--- src/rtl/alu_result_stage_if.sv ---
// Handshake bundle between the vALU result mux, the result stage and writeback.
// Optional RESULT_PARITY_EN adds out_parity to the bundle.
interface alu_result_stage_if #(
  parameter int WIDTH = 32
);
  logic             in_valid;
  logic             in_ready;
  logic [WIDTH-1:0] in_result;
  logic             in_carry;
  logic             in_ovf;
  logic             out_valid;
  logic             out_ready;
  logic [WIDTH-1:0] out_result;
  logic             out_zero;
  logic             out_neg;
  logic             out_carry;
  logic             out_ovf;
`ifdef RESULT_PARITY_EN
  logic             out_parity;

  modport slave (
    input  in_valid, in_result, in_carry, in_ovf, out_ready,
    output in_ready, out_valid, out_result, out_zero, out_neg, out_carry, out_ovf, out_parity
  );
  modport master (
    output in_valid, in_result, in_carry, in_ovf, out_ready,
    input  in_ready, out_valid, out_result, out_zero, out_neg, out_carry, out_ovf, out_parity
  );
`else
  modport slave (
    input  in_valid, in_result, in_carry, in_ovf, out_ready,
    output in_ready, out_valid, out_result, out_zero, out_neg, out_carry, out_ovf
  );
  modport master (
    output in_valid, in_result, in_carry, in_ovf, out_ready,
    input  in_ready, out_valid, out_result, out_zero, out_neg, out_carry, out_ovf
  );
`endif
endinterface

--- src/rtl/alu_result_stage.sv ---
// Registered vALU result stage: 2-entry skid buffer, zero/neg flags, transfer counter.
// Define RESULT_PARITY_EN to carry an even-parity bit (out_parity) with each word.
module alu_result_stage #(
  parameter int WIDTH = 32,
  parameter int CNT_W = 16
) (
  input  logic                 clk,
  input  logic                 reset,
  alu_result_stage_if.slave    bus,
  output logic [CNT_W-1:0]     xfer_count
);

  typedef enum logic [1:0] {EMPTY, FULL, SKID} state_t;

  typedef struct packed {
    logic [WIDTH-1:0] result;
    logic             carry;
    logic             ovf;
    logic             zero;
    logic             neg;
`ifdef RESULT_PARITY_EN
    logic             parity;
`endif
  } entry_t;

  state_t           state_reg, state_next;
  entry_t           main_reg, main_next;
  entry_t           skid_reg, skid_next;
  entry_t           cap;
  logic             in_ready_reg;
  logic [CNT_W-1:0] xfer_count_reg;
  logic             accept;
  logic             send;

  // Flags come from the mux output, so they are ready the same cycle the word lands.
  always_comb begin
    cap        = '0;
    cap.result = bus.in_result;
    cap.carry  = bus.in_carry;
    cap.ovf    = bus.in_ovf;
    cap.zero   = (bus.in_result == '0);
    cap.neg    = bus.in_result[WIDTH-1];
`ifdef RESULT_PARITY_EN
    cap.parity = ^bus.in_result;
`endif
  end

  assign accept = bus.in_valid & in_ready_reg;
  assign send   = (state_reg != EMPTY) & bus.out_ready;

  always_comb begin
    state_next = state_reg;
    main_next  = main_reg;
    skid_next  = skid_reg;
    case (state_reg)
      EMPTY: begin
        if (accept) begin
          main_next  = cap;
          state_next = FULL;
        end
      end
      FULL: begin
        if (send && accept) begin
          main_next = cap;
        end else if (send) begin
          state_next = EMPTY;
        end else if (accept) begin
          skid_next  = cap;
          state_next = SKID;
        end
      end
      SKID: begin
        // in_ready is low here, so upstream holds its word until we drain.
        if (send) begin
          main_next  = skid_reg;
          state_next = FULL;
        end
      end
      default: state_next = EMPTY;
    endcase
  end

  always_ff @(posedge clk) begin
    if (reset) begin
      state_reg      <= EMPTY;
      main_reg       <= '0;
      skid_reg       <= '0;
      in_ready_reg   <= 1'b1;
      xfer_count_reg <= '0;
    end else begin
      state_reg      <= state_next;
      main_reg       <= main_next;
      skid_reg       <= skid_next;
      in_ready_reg   <= (state_next != SKID);
      if (send) begin
        xfer_count_reg <= xfer_count_reg + 1'b1;
      end
    end
  end

  assign bus.in_ready   = in_ready_reg;
  assign bus.out_valid  = (state_reg != EMPTY);
  assign bus.out_result = main_reg.result;
  assign bus.out_zero   = main_reg.zero;
  assign bus.out_neg    = main_reg.neg;
  assign bus.out_carry  = main_reg.carry;
  assign bus.out_ovf    = main_reg.ovf;
`ifdef RESULT_PARITY_EN
  assign bus.out_parity = main_reg.parity;
`endif
  assign xfer_count     = xfer_count_reg;

endmodule

--- src/flat_wrapper.sv ---
// flat-port wrapper written by rule: the top's interface ports become plain ports
module alu_result_stage_flat 
#(
  parameter int WIDTH = 32,
  parameter int CNT_W = 16
)
  (clk, reset, xfer_count, bus_in_valid, bus_in_result, bus_in_carry, bus_in_ovf, bus_out_ready, bus_in_ready, bus_out_valid, bus_out_result, bus_out_zero, bus_out_neg, bus_out_carry, bus_out_ovf);
  alu_result_stage_if #(.WIDTH(WIDTH)) bus_i ();
  input  logic clk;
  input  logic reset;
  output logic [CNT_W-1:0] xfer_count;
  input wire logic [$bits(bus_i.in_valid)-1:0] bus_in_valid;
  input wire logic [$bits(bus_i.in_result)-1:0] bus_in_result;
  input wire logic [$bits(bus_i.in_carry)-1:0] bus_in_carry;
  input wire logic [$bits(bus_i.in_ovf)-1:0] bus_in_ovf;
  input wire logic [$bits(bus_i.out_ready)-1:0] bus_out_ready;
  output wire logic [$bits(bus_i.in_ready)-1:0] bus_in_ready;
  output wire logic [$bits(bus_i.out_valid)-1:0] bus_out_valid;
  output wire logic [$bits(bus_i.out_result)-1:0] bus_out_result;
  output wire logic [$bits(bus_i.out_zero)-1:0] bus_out_zero;
  output wire logic [$bits(bus_i.out_neg)-1:0] bus_out_neg;
  output wire logic [$bits(bus_i.out_carry)-1:0] bus_out_carry;
  output wire logic [$bits(bus_i.out_ovf)-1:0] bus_out_ovf;
  assign bus_i.in_valid = bus_in_valid;
  assign bus_i.in_result = bus_in_result;
  assign bus_i.in_carry = bus_in_carry;
  assign bus_i.in_ovf = bus_in_ovf;
  assign bus_i.out_ready = bus_out_ready;
  assign bus_in_ready = bus_i.in_ready;
  assign bus_out_valid = bus_i.out_valid;
  assign bus_out_result = bus_i.out_result;
  assign bus_out_zero = bus_i.out_zero;
  assign bus_out_neg = bus_i.out_neg;
  assign bus_out_carry = bus_i.out_carry;
  assign bus_out_ovf = bus_i.out_ovf;
  alu_result_stage #(.WIDTH(WIDTH), .CNT_W(CNT_W)) u_core (.clk(clk), .reset(reset), .bus(bus_i), .xfer_count(xfer_count));
endmodule
--- config.mk ---
export PLATFORM = sky130hd
export DESIGN_NAME = alu_result_stage_flat
export DESIGN_NICKNAME = d
export VERILOG_FILES = /design/src/rtl/alu_result_stage_if.sv /design/src/rtl/alu_result_stage.sv /design/src/flat_wrapper.sv
export SDC_FILE = /design/constraint.sdc
export NUM_CORES = 1
export LEC_CHECK = 0
export BUFFER_PORTS_ARGS = -buffer_cell sky130_fd_sc_hd__clkbuf_2
export CAP_MARGIN = 20
export CELL_PAD_IN_SITES_DETAIL_PLACEMENT = 0
export CELL_PAD_IN_SITES_GLOBAL_PLACEMENT = 1
export CORE_ASPECT_RATIO = 0.6
export CORE_MARGIN = 5
export CORE_UTILIZATION = 43
export CTS_BUF_LIST = sky130_fd_sc_hd__clkbuf_2 sky130_fd_sc_hd__clkbuf_4 sky130_fd_sc_hd__clkbuf_8
export DETAILED_ROUTE_END_ITERATION = 10
export PLACE_DENSITY = 0.85
export SYNTH_ARGS = -nofsm -noshare
export SYNTH_HDL_FRONTEND = slang
export SYNTH_SLANG_ARGS = --single-unit
--- constraint.sdc ---
create_clock -name clk -period 3 [get_ports clk]
set_input_delay 0.6 -clock clk [delete_from_list [all_inputs] [get_ports clk]]
set_output_delay 0.6 -clock clk [all_outputs]
set_load 0.02 [all_outputs]
After elaboration in Yosys (flattened, before gate mapping) --
Index checks and enable logic that the tools add are counted.
Word-level totals: ROM bits 0, latch bits 0, input bits 38, output and inout port bits 54, bits in writable memories 0, bits in registers 91, memories 0
Cells by class: $lt $le $gt $ge 0, multiply operators 0, bitwise operators 4, multiplexer cells 10, equality and inequality tests 6, reduce and logical (&&, ||, !) cells 7, divide/modulo/power cells 0, $add $sub $neg 1, shift operators 0
Operator list (count):
- 36-bit 2-to-1 mux | 3
- 36-bit case mux with 3 select lines | 1
- 32-bit zero test | 1
- 16-bit by 1-bit adder with 16-bit output (second input constant) | 1
- 2-bit 2-to-1 mux | 5
- 4-bit AND reduction | 2
- 2-bit by 1-bit inequality test with 1-bit output (second input constant) | 3
- 2-bit case mux with 3 select lines | 1
- 3-bit nonzero test | 1
- 1-bit bitwise AND | 2
- 2-bit by 1-bit equality test with 1-bit output (second input constant) | 1
- 2-bit equality test (second input constant) | 1
- 2-bit zero test | 1
- 2-bit inequality test (second input constant) | 1
- 1-bit inverter | 2
- 2-bit nonzero test | 1
- 1-bit logical AND | 1

Longest topological paths before layout --
Gate-level depths: netlist (run 1).
depth in word-level cells 6, depth in mapped cells 7, gate-level depth less buffers 5

Worst setup path before layout (run 1) --
No wires, ideal clock.
kind input -> register, start point in bus_out_ready, end point reg u_core.xfer_count_reg[15] (netlist: u_core.xfer_count[15]), buffers on the path 1, arrival time 1.904 ns, path slack 1.026 ns, stages 5, setup time 0.070 ns, cells stage by stage buf_4 o211ai_2 or4_4 or3_1 a21oi_1
Between the ends: cells in the longest elaborated chain, start to end 1
Ends and longest elaborated chain:
- from (decl) | line flat_wrapper.sv:16 | input wire logic [$bits(bus_i.out_ready)-1:0] bus_out_ready;
- 1-bit bitwise AND | line alu_result_stage.sv:49 | assign send = (state_reg != EMPTY) & bus.out_ready;
- to (signal assigned) | line alu_result_stage.sv:96 | xfer_count_reg <= xfer_count_reg + 1'b1;
- to (decl) | line alu_result_stage.sv:31 | logic [CNT_W-1:0] xfer_count_reg;
No other way between the ends. A chain may end at the register's enable or synchronous reset.

Final worst setup path (run 1) --
start point reg u_core.state_reg[1], end point reg u_core.main_reg, in the netlist u_core.bus.out_result[21]
Between the ends: cells in the longest elaborated chain, start to end 5
Ends and longest elaborated chain:
- from (decl) | line alu_result_stage.sv:26 | state_t state_reg, state_next;
- from (signal assigned) | line alu_result_stage.sv:91 | state_reg <= state_next;
- 2-bit nonzero test | line alu_result_stage.sv:49
- 1-bit bitwise AND | line alu_result_stage.sv:49
- 1-bit logical AND | line alu_result_stage.sv:63 | if (send && accept) begin
- 2-bit by 1-bit inequality test with 1-bit output (no source line)
- 4-bit AND reduction (no source line)
- to (signal assigned) | line alu_result_stage.sv:92 | main_reg <= main_next;
- to (decl) | line alu_result_stage.sv:27 | entry_t main_reg, main_next;
Several ways; a longest one is shown, not always the timed one.

==> metrics list, run 1 <==
* Result of the run: finished clean
* Achievable clock frequency: between 500 and 600 MHz
- In this run the clock root is driven by a sky130_fd_sc_hd__clkbuf_8.
- TritonCTS Buffers: 9
- H-tree lvl count: 3
- Transition time at the pin with the least slew margin: slightly below 0.8 ns
- Filler instances: 814
* Hold-critical path endpoint: u_core.skid_reg[35]
* Reg-to-reg critical path endpoint: u_core.bus.out_result[21]
- Synthesis inferred 89 register bits.
- Input and output buffers added on the ports amount to 91.
* Endpoint kind of the worst setup timing path: register
- In this run the most critical hold path is launched from u_core.skid_reg[35].
- In the final design database the tool counted 543 nets.
- Die Span X: about 130 um
- Clock slew seen by the registers of the worst setup and hold paths: about 0.080 ns
- Clock tree from TritonCTS: yes
* Max incr delay on CP: 0.49 ns
- Number of hold violations in the final report: 0
* Number of nets still failing antenna checks after routing: 0
- Most frequently used flop master after synthesis: sky130_fd_sc_hd__dfxtp_1
- Family of cells with the greatest summed delay on the critical path: compound AO/OA/AOI/OAI gates
- Relative to the synthesized area, the layout overhead comes to 21.0%.
* Post-synthesis instance area: between 0.003 and 0.004 mm2
- Vias post-DR: approximately 3.2k
* Number of gates given a new drive strength after cts: 0
- After detailed routing, the number of remaining DRC violations is 0.
* Die span in y: between 80 and 90 um
- Walking the worst path, the cells encountered are nand3b_1 -> o21ai_4 -> buf_4 -> nor2_1 -> a211oi_1.
- Required @ worst endpoint: around 3.3 ns
* Sum Neg Setup Slack: 0 ns
- Entering global routing, the biggest net connects 42 pins.
- For this design, the slowest cell found on the critical path is sky130_fd_sc_hd__o21ai_4.
* Routed WL: about 8.8 mm
* CTS sink count: 89
- Pre-Repair DR Iteration Count: 4
- # rows: 26
- Initial antenna violation count: 0
- Core occupancy in the finished layout: 0.527
- Largest cells by area after synthesis: sky130_fd_sc_hd__dfxtp_1 (49%), sky130_fd_sc_hd__mux2i_1 (9.8%), sky130_fd_sc_hd__nand2_1 (8.0%)
- Counting distinct cell types in the post-synthesis netlist gives 35.
* Buffer count from post-CTS setup fixing: 0
- Summed over all cells, the static leakage comes to 0.00197 uW.
- Synth Instances: around 430
- Post-DR vias/cell: 5.15
* Syn nets: approximately 460
* Met3 WL post-DR: roughly 640 um
- Type of origin of the critical path: register
- Global routing finished with a remaining overflow of 0.
- Sequential share of the synthesized area: 0.486
- In this run the count of I/O pins placed on the die edge is 92.
* Clock tree buffer depth: 2
- By instance count, the leading cell after synthesis is sky130_fd_sc_hd__dfxtp_1.
- Signal routing reaches up to met4.
- Latest clock arrival within the worst-skew pair: 0.35 ns
- Yosys top cell by area: sky130_fd_sc_hd__dfxtp_1
- For flop-to-flop paths, the worst setup slack is 1.08 ns.
- Highest net fanout along the worst path: 23
- Power per cell area: 567 mW/mm2
* Signal arrival time at the worst endpoint: between 2 and 2.5 ns
* Count of pins over their slew limit: 0
- Across the VDD grid, the largest voltage drop is roughly 0.39 mV.
- FF-to-FF Start: u_core.state_reg[1]
- Of the cells placed in the final design, the portion with a size suffix greater than 1 is 0.236.
* Total routing usage reported by global routing: 0.169
* Number of flip-flops under the largest register name: 35
- The count of cells in the finished layout, fillers not included, comes to roughly 620.
- The commonest cells after synthesis are sky130_fd_sc_hd__dfxtp_1 (89), sky130_fd_sc_hd__nand2_1 (78), sky130_fd_sc_hd__nor2_1 (53).
* Depth of the worst register-to-register path: 5
- Via count of the first global-routing pass: 2,941
* Type of the setup path with the least slack: reg -> reg
- Global-route wire length before repair: between 10 and 15 mm
* Wire length per cell: 14.2 um
- Together, buffers and inverters on the worst path number 1.
- Number of DRC markers after the initial detailed-route iteration: ~270
- The path class of the tightest hold or removal check is reg -> reg.
- After synthesis, the share of flip-flops with an asynchronous set or reset is 0.
- Along the worst hold path, the cell count comes to 2.
- Worst Skew: around 0.005 ns
* # hold bufs at CTS: 0
- Sequential Area: ~0.0018 mm2
* Shortest clock period the worst path allows after layout: around 1.9 ns
- Yosys printed 0 warnings.
- The number of antenna diodes in the final layout is 0.
* Max Cap Violations: 0
* Estimated wirelength of the detail-placed design: 6.31 mm
* Routability cong.: between 0.8 and 0.9
- In the final layout, the multi-input gates occupy 0.00175 mm2.
- The average instance in the mapped netlist occupies approximately 8.6 um2.
* Metal2 WL: around 3.7 mm
- M1 wire length: between 4 and 5 mm
* Top-area cell type share of the netlist area: 0.486
* Die footprint: 0.0105 mm2
* Post-synth EDFFs: 0
- In this run, placement finished with an instance count of 605.
- Core region area: 0.00843 mm2
- The design draws approximately 2500 uW.
- Hold_ws: 0.456 ns
- Setup repair after global routing left no endpoint under its margin.
- The most critical setup path has its startpoint at u_core.state_reg[1].
* Final Cycle Share: 0.641
* Count of final setup violators: 0
- Max-slew headroom at the worst pin: 0.474
* Starting density of the core: 0.435
layout by cell type (no fill, tap or decap), types with 2 or more instances in the layout:
cell type / synthesis / final
sky130_fd_sc_hd__a211oi_1: 34 / 34
sky130_fd_sc_hd__a21oi_1: 39 / 39
sky130_fd_sc_hd__buf_12: 0 / 2
sky130_fd_sc_hd__buf_4: 3 / 6
sky130_fd_sc_hd__bufinv_16: 0 / 2
sky130_fd_sc_hd__clkbuf_2: 0 / 90
sky130_fd_sc_hd__clkbuf_8: 0 / 9
sky130_fd_sc_hd__clkinv_2: 0 / 3
sky130_fd_sc_hd__dfxtp_1: 89 / 89
sky130_fd_sc_hd__inv_1: 3 / 3
sky130_fd_sc_hd__mux2i_1: 36 / 36
sky130_fd_sc_hd__nand2_1: 78 / 78
sky130_fd_sc_hd__nand3_1: 4 / 4
sky130_fd_sc_hd__nand3b_1: 2 / 2
sky130_fd_sc_hd__nand4_1: 6 / 6
sky130_fd_sc_hd__nor2_1: 53 / 53
sky130_fd_sc_hd__nor3_1: 3 / 3
sky130_fd_sc_hd__nor4_1: 11 / 11
sky130_fd_sc_hd__o21ai_0: 5 / 5
sky130_fd_sc_hd__or3_1: 4 / 4
sky130_fd_sc_hd__xnor2_1: 8 / 8
sky130_fd_sc_hd__xor2_1: 3 / 3
per-layer routing:
metal | vias to the layer above | track usage
li1 | 1633 | -
met1 | 1454 | 0.234
met2 | 96 | 0.253
met3 | 18 | 0.0546
met4 | 0 | 0.0503
met5 | - | 0
area by class of cell:
cell class | instances | area share
Sequential cell | 89 | 0.402
Multi-Input combinational cell | 302 | 0.394
Inverter | 3 | 0.00254
Clock buffer | 10 | 0.0296
Timing Repair Buffer | 99 | 0.122
Clock inverter | 6 | 0.0186
Tap cell | 112 | 0.0316
worst max-delay path by stage:
stage / endpoint / cells past startpoint
floorplan: u_core.xfer_count[15] / 5
global placement: u_core.bus.out_result[19] / 6
detailed placement: u_core.bus.out_result[28] / 6
CTS: u_core.bus.out_result[19] / 5
global route: u_core.bus.out_result[19] / 5
finish: u_core.bus.out_result[21] / 5
cells by family (layout without fill, tap and decap cells):
group	after synthesis	in the layout	share of synthesized area
simple gates	171	171	0.204
flops	89	89	0.486
compound gates	83	83	0.142
mux	36	36	0.0983
buf+inv	34	118	0.0406
xor+xnor	11	11	0.0263
fa+ha+maj	1	1	0.00341
tightest hold or removal path, delay by kind of cell, from the launching register on:
kind             cells  cell delay [ns]
AO/OA/AOI/OAI        1             0.05
flip-flops           1             0.31
AND/OR/NAND/NOR      1             0.05
power breakdown:
part | internal (uW) | switching (uW)
clock network | 474 | 411
logic | 126 | 221
registers | 1240 | 38.6
stage by stage:
step	setup WS (ns)	cell area, um2
after CTS	1.06	4440
after floorplan	1.03	3670
after global placement	0.840	4220
final	1.08	4440
after global routing	0.876	4440
after detailed placement	0.794	4220
(Power assumes the default switching activity.)
==> inputs of run 2 (changes only) <==
Settings changed: CORE_UTILIZATION 43 to 36, PLACE_DENSITY 0.85 to 0.76.
Clock period 3 ns to 1.6 ns, I/O delays scaled along.
==> run 2 against run 1 <==
  * Register-to-register slack got worse by 1.0 ns
  * Final cell count increased by 7.7%
  * Sequential power increased by 87%
  * Via count increased by 3.3%
  * Die area increased by 17%
  * Largest cell class unchanged
==> metrics list, run 2 (synthesis results as in run 1) <==
- Result of the run: finished clean
- The area of all sequential standard cells came to 0.00181 mm2 (+1.4%).
- Core region area: 0.00991 mm2 (+18%)
- The CTS H-tree depth is 3 (unchanged).
- Pre-Repair DR Iteration Count: 5 (+1)
- The clock buffer count from CTS was 9 (unchanged).
- Max-slew headroom at the worst pin: 0.554 (+0.0800)
- Via count of the first global-routing pass: 3,141 (+6.8%)
- Leaving out fill and tap cells, the most frequent cell in the layout is sky130_fd_sc_hd__clkbuf_2.
- Global-route wire length before repair: 16.0 mm (+13%)
* Number of flip-flops under the largest register name: 35 (unchanged)
* Clock slew seen by the registers of the worst setup and hold paths: 0.08 ns (about the same)
- The summed area of non-filler cells in the final layout came to 0.00471 mm2 (+6.1%).
- The starting utilization of the core area came to 0.370 (-0.0653).
* Footprint of the multi-input gates: 0.00177 mm2 (+1.1%)
- Initial antenna violation count: 0 (unchanged)
- Achievable clock frequency: 636 MHz (+22%)
- The largest net degree at the start of global routing came to 43 (+2.4%).
- The number of fill cells came to 1,001 (+23%).
- The post-route minimum period came to 1.57 ns (-0.351 ns).
- The ratio of cells with drive above 1 in the final layout was 0.300 (+0.0639).
* Number of DRC markers after the initial detailed-route iteration: 127 (-53%)
* Io pins: 92 (unchanged)
- Compared with the post-synthesis result, the final layout area differs by 28.4%.
* Type of origin of the critical path: register
* Final layout net count: 569 (+4.8%)
- In the layout the commonest cells are sky130_fd_sc_hd__clkbuf_2 (89), sky130_fd_sc_hd__nand2_1 (78), sky130_fd_sc_hd__dfxtp_1 (77), sky130_fd_sc_hd__nor2_1 (52), sky130_fd_sc_hd__a21oi_1 (39).
- The half-perimeter wire length after placement was 7.09 mm (+12%).
- Transition time at the pin with the least slew margin: 0.669 ns (-0.121 ns)
* Signal arrival time at the worst endpoint: 1.83 ns (-0.35 ns)
* Remaining Overflow, GRT: 0 (unchanged)
- The die span in y is 88.2 um (+8.2%).
* Vias post-DR: 3,307 (+3.3%)
* Worst R2R Setup Slack: 0.03 ns (-1.05 ns)
* Post-DR vias/cell: 4.94 (-4.1%)
* Post-place instance area: 0.00446 mm2 (+5.5%)
* Latest clock arrival within the worst-skew pair: 0.36 ns (about the same)
* Clock tree from TritonCTS: yes
- The hold violation total from the final report is 0 (unchanged).
- Count of pins over their slew limit: 0 (unchanged)
- The final-layout worst hold slack is 0.193 ns (-0.262 ns).
* Max Cap Violations: 0 (unchanged)
* Routability cong.: 0.802 (-1.9%)
- Number of nets still failing antenna checks after routing: 0 (unchanged)
* Wire length per cell: 14.5 um (+1.9%)
* Count of final setup violators: 0 (unchanged)
- The die span in x was 140 um (+8.6%).
- The worst setup path is captured at a register.
- The worst supply voltage drop on vdd was 0.478 mV (+22%).
* Count of buffers from port buffering: 91 (unchanged)
- Routed WL: 9.70 mm (+9.7%)
- Power per cell area: 991 mW/mm2 (+75%)
* Die footprint: 0.0124 mm2 (+17%)
- # rows: 28 (+7.7%)
* # hold bufs at CTS: 0 (unchanged)
- The worst setup path is of the reg -> reg kind.
- CTS sink count: 89 (unchanged)
* Highest net fanout along the worst path: 5 (-78%)
- The required time at the worst-slack endpoint was 1.86 ns (-1.39 ns).
- Setup repair after global routing could not meet its margin everywhere.
- Final Cycle Share: 0.983 (+0.342)
- Clk root buf: sky130_fd_sc_hd__clkbuf_8
- The overall global routing resource usage is 0.162 (-0.00752).
* Worst hold path type: in -> reg
- Worst Skew: 0.00820 ns (+0.00327 ns)
- Clock tree buffer depth: 2 (unchanged)
- N_diodes: 0 (unchanged)
- The static leakage power was 0.00211 uW (+7.1%).
- Post-detailed-route DRC marker count: 0 (unchanged)
-- run 2: cell types whose count changed in the layout (fill, tap and decap cells not counted), sizes merged --
| cell | previous run | this run |
|---|---|---|
| buf | 9 | 35 |
| bufinv | 2 | 1 |
| clkinvlp | 1 | 0 |
| clkbuf | 100 | 102 |
| clkinv | 3 | 2 |
-- run 2: worst max-delay path: stages, from the launching register on --
cell	delay, ns
sky130_fd_sc_hd__dfxtp_2	0.37
sky130_fd_sc_hd__ha_1	0.18
sky130_fd_sc_hd__o2111ai_1	0.33
sky130_fd_sc_hd__nor4_2	0.39
sky130_fd_sc_hd__xnor2_1	0.16
sky130_fd_sc_hd__nor2_1	0.05
-- run 2: per-stage QoR --
| step | total power, uW | setup TNS, ns | worst slack [ns] | cells | utilization |
|---|---|---|---|---|---|
| 3_5_place_dp | 3140 | -0.198 | -0.137 | 652 | 0.449 |
| 3_3_place_gp | 3120 | -0.118 | -0.0907 | 652 | 0.449 |
| 5_1_grt | 4920 | -0.685 | -0.0680 | 669 | 0.475 |
| 4_1_cts | 4730 | 0 | 0.0134 | 667 | 0.472 |
| 6_report | 4660 | 0 | 0.0265 | 669 | 0.475 |
| 2_1_floorplan | 2860 | 0 | 0.00195 | 425 | - |
-- run 2: final cells by class --
cell class	count	area share
clock inverter	3	0.00851
tap	135	0.0359
inverter	3	0.00239
timing repair buffer	125	0.160
multi-input combinational	302	0.376
clock buffer	12	0.0338
sequential	89	0.384
-- run 2: power by group --
group / internal (uW) / switching, uW / leakage (uW)
clock network: 812 / 764 / 0.000106
registers: 2330 / 70.2 / 0.000734
logic: 266 / 427 / 0.00127
-- run 2: timing repair --
item,4_1_cts,5_1_grt
resized for setup,7,3
setup endpoints to repair,3,34
gates cloned,0,0
pin swaps,0,5
buffers inserted,0,2
-- run 2: worst paths after layout --
path                                         endpoint                  from  cells after the start
worst max-delay path            u_core.xfer_count[12]  u_core.xfer_count[0]                      5
worst min-delay path               u_core.skid_reg[2]            bus_in_ovf                      3
worst max register to register  u_core.xfer_count[12]  u_core.xfer_count[0]                      5
worst min register to register     u_core.skid_reg[6]    u_core.skid_reg[6]                      2
-- run 2: metal layers --
layer / wire (um) / vias up / track usage
li1: - / 1688 / -
met1: 4880 / 1517 / 0.223
met2: 4110 / 92 / 0.241
met3: 623 / 10 / 0.0584
met4: 86 / 0 / 0.0431
met5: 0 / - / 0
==> inputs of run 3 (changes only) <==
Settings changed: GPL_TIMING_DRIVEN set to 0.
==> run 3 against run 2 <==
  * The flow now finishes with violations (setup timing)
  * Setup slack worse by 0.043 ns
  * Highest routed layer unchanged
  * Via count is 2.4% higher
  * Die area stayed put
  * Count of clock-buffer cells in the layout is 1 higher
  * Critical path depth is 1 lower
  * Wire length is 10% higher
  * Core utilization is 1.4 points higher
  * Flip-flop and latch count stayed put
  * Hold slack better by 0.0047 ns
  * Combinational power is 12% higher
  * Power is 2.2% higher
==> metrics list, run 3 (synthesis results as in run 1) <==
* Result of the run: complete, but fails checks
- Violations in the final reports: setup timing
- TritonCTS Buffers: 9 (unchanged)
- Sum Neg Setup Slack: -0.0312 ns (-0.0312 ns)
- N_diodes: 0 (unchanged)
- Core occupancy in the finished layout: 0.489 (+0.0139)
- The total clock sinks was 89 (unchanged).
- Wire length per cell: 15.8 um (+8.6%)
* Clock slew seen by the registers of the worst setup and hold paths: 0.08 ns (about the same)
- Setup repair after global routing could not meet its margin everywhere.
* Post-detailed-route DRC marker count: 0 (unchanged)
* Largest net degree at the start of global routing: 14 (-67%)
- Commonest cells after routing, fill and taps aside: sky130_fd_sc_hd__clkbuf_2 (91), sky130_fd_sc_hd__dfxtp_1 (77), sky130_fd_sc_hd__nand2_1 (76), sky130_fd_sc_hd__nor2_1 (53), sky130_fd_sc_hd__a21oi_1 (38)
- Leakage component of the power: 0.00214 uW (+1.7%)
- Latest clock arrival within the worst-skew pair: 0.36 ns (about the same)
- The number of buffers on the longest clock path came to 2 (unchanged).
* Number of flip-flops under the largest register name: 35 (unchanged)
- Remaining Overflow, GRT: 0 (unchanged)
- Count of pins over their slew limit: 0 (unchanged)
- The number of cells on the worst reg-to-reg path was 4 (-1).
* Clk root buf: sky130_fd_sc_hd__clkbuf_8
- The worst supply voltage drop on vdd is 0.445 mV (-7.0%).
- Layout cells sized above 1: 0.324 (+0.0239)
- The number of primary I/O pins was 92 (unchanged).
- The post-route clock period utilization was 1.01 (+0.0266).
- Pre-Repair DR Iteration Count: 4 (-1)
- Total power draw: 4770 uW (+2.2%)
- Compared with the post-synthesis result, the final layout area differs by 32.1%.
- The total wirelength of the detailed-routed design came to 10.7 mm (+10%).
- The top achievable clock speed was 619 MHz (-2.6%).
* Reg-to-reg critical path endpoint: u_core.xfer_count[13]
* Count of buffers from port buffering: 89 (-2.2%)
* Power per cell area: 985 mW/mm2 (-0.66%)
- The CTS H-tree depth came to 3 (unchanged).
* Clock tree from TritonCTS: yes
- The relative max-transition margin came to 0.588 (+0.0344).
- The post-route minimum period is 1.62 ns (+0.0426 ns).
- The startpoint identified for the worst register-to-register timing path is u_core.xfer_count[6].
* Number of nets still failing antenna checks after routing: 0 (unchanged)
- The worst setup slack after placement came to -0.521 ns (-0.384 ns).
* Type of origin of the critical path: register
- Number of hold violations in the final report: 0 (unchanged)
- The hold buffer count at cts was 0 (unchanged).
* Routability cong.: 0.783 (-2.4%)
- The via density per instance came to 4.99 (+0.94%).
- The number of cell rows was 28 (unchanged).
* Die Span X: 140 um (unchanged)
- For hold timing, the worst endpoint is u_core.skid_reg[25].
- Worst R2R Setup Slack: -0.02 ns (-0.04 ns)
- Endpoint kind of the worst setup timing path: register
* Transition time at the pin with the least slew margin: 0.618 ns (-0.0510 ns)
- Global-route wire length before repair: 16.7 mm (+4.4%)
- The critical path is of the reg -> reg type.
- Required @ worst endpoint: 1.89 ns (+0.03 ns)
- Leading cell type in the layout, fill and taps excluded: sky130_fd_sc_hd__clkbuf_2
- Highest net fanout along the worst path: 5 (unchanged)
- The critical path data arrival time is 1.91 ns (+0.08 ns).
- The total setup violations reported at the end of the flow is 2 (+2).
- Worst Skew: 0.00784 ns (-0.000366 ns)
- The area of the die was 0.0124 mm2 (unchanged).
- The number of fill cells is 978 (-2.3%).
- The die span in y came to 88.2 um (unchanged).
* Initial antenna violation count: 0 (unchanged)
- The vias after detailed routing was 3,388 (+2.4%).
- Final layout net count: 578 (+1.6%)
- Worst hold start: bus_in_result[21]
* Estimated wirelength of the detail-placed design: 7.75 mm (+9.3%)
* Worst hold path type: in -> reg
* Max Cap Violations: 0 (unchanged)
* Worst setup slack after layout: -0.0161 ns (-0.0426 ns)
* Total routing usage reported by global routing: 0.172 (+0.0104)
- The first-iteration detailed-routing DRC count was 128 (+0.79%).
- Instance count along the most critical hold path: 3 (unchanged)
- Starting density of the core: 0.370 (unchanged)
- The placeable core area was 0.00991 mm2 (unchanged).
- The number of global-route vias before repair is 3,161 (+0.64%).
-- run 3: cell count changes in the layout (fill, tap and decap cells not counted), sizes merged --
cell	change
buf	-5
clkbuf	+15
-- run 3: report_power, final --
part	internal, uW	switching, uW
combinational	305	475
clock	814	781
sequential	2320	72.2
total	3440	1330
-- run 3: layout make-up --
| cell class | instances | area (um2) | share of cell area |
|---|---|---|---|
| multi-input combinational | 302 | 1850 | 0.382 |
| sequential | 89 | 1810 | 0.374 |
| timing repair buffer | 105 | 584 | 0.121 |
| buffer | 29 | 215 | 0.0444 |
| tap | 135 | 169 | 0.0349 |
| clock buffer | 13 | 160 | 0.0331 |
| clock inverter | 3 | 40.0 | 0.00827 |
| inverter | 3 | 11.3 | 0.00232 |
-- run 3: worst max path at each step --
| stage | start | to | slack [ns] | depth (start not counted) |
|---|---|---|---|---|
| global placement | u_core.state_reg[1] | u_core.bus.out_result[19] | -0.45 | 6 |
| detailed placement | u_core.state_reg[1] | u_core.bus.out_result[24] | -0.52 | 6 |
| CTS | u_core.state_reg[1] | u_core.xfer_count[15] | -0.04 | 5 |
| global route | u_core.xfer_count[8] | u_core.xfer_count[15] | -0.06 | 4 |
| floorplan | u_core.state_reg[1] | u_core.bus.out_result[18] | 0.002 | 6 |
| finish | u_core.xfer_count[6] | u_core.xfer_count[13] | -0.02 | 4 |
-- run 3: stage by stage --
| stage | instance area (um2) | instances | hold slack [ns] |
|---|---|---|---|
| after floorplan | 3690 | 425 | 0.436 |
| after global placement | 4300 | 649 | 0.441 |
| after detailed placement | 4300 | 649 | 0.446 |
| after CTS | 4580 | 666 | 0.184 |
| after global routing | 4840 | 679 | 0.192 |
| final | 4840 | 679 | 0.198 |
-- run 3: critical path, cell delays in order, from the launching register on --
cell	delay (ns)
sky130_fd_sc_hd__dfxtp_4	0.37
sky130_fd_sc_hd__nand4_1	0.12
sky130_fd_sc_hd__or4_4	0.59
sky130_fd_sc_hd__or3_1	0.32
sky130_fd_sc_hd__a21oi_1	0.14
-- run 3: what timing repair did --
action                                  4_1_cts  5_1_grt
pin swaps                                     1        4
gates cloned                                  0        2
hold endpoints to repair                      0        0
endpoints found under the setup margin       70       73
gates resized for setup                      26       47
setup buffers                                 2       12
-- run 3: per-layer routing --
layer / routed length (um) / vias to the layer above / share of wire / GRT usage
met5: 0 / - / 0 / 0
met4: 65 / 0 / 0.0061 / 0.0440
met3: 560 / 6 / 0.052 / 0.0518
met2: 4520 / 77 / 0.42 / 0.247
met1: 5550 / 1598 / 0.52 / 0.252
li1: - / 1707 / - / -
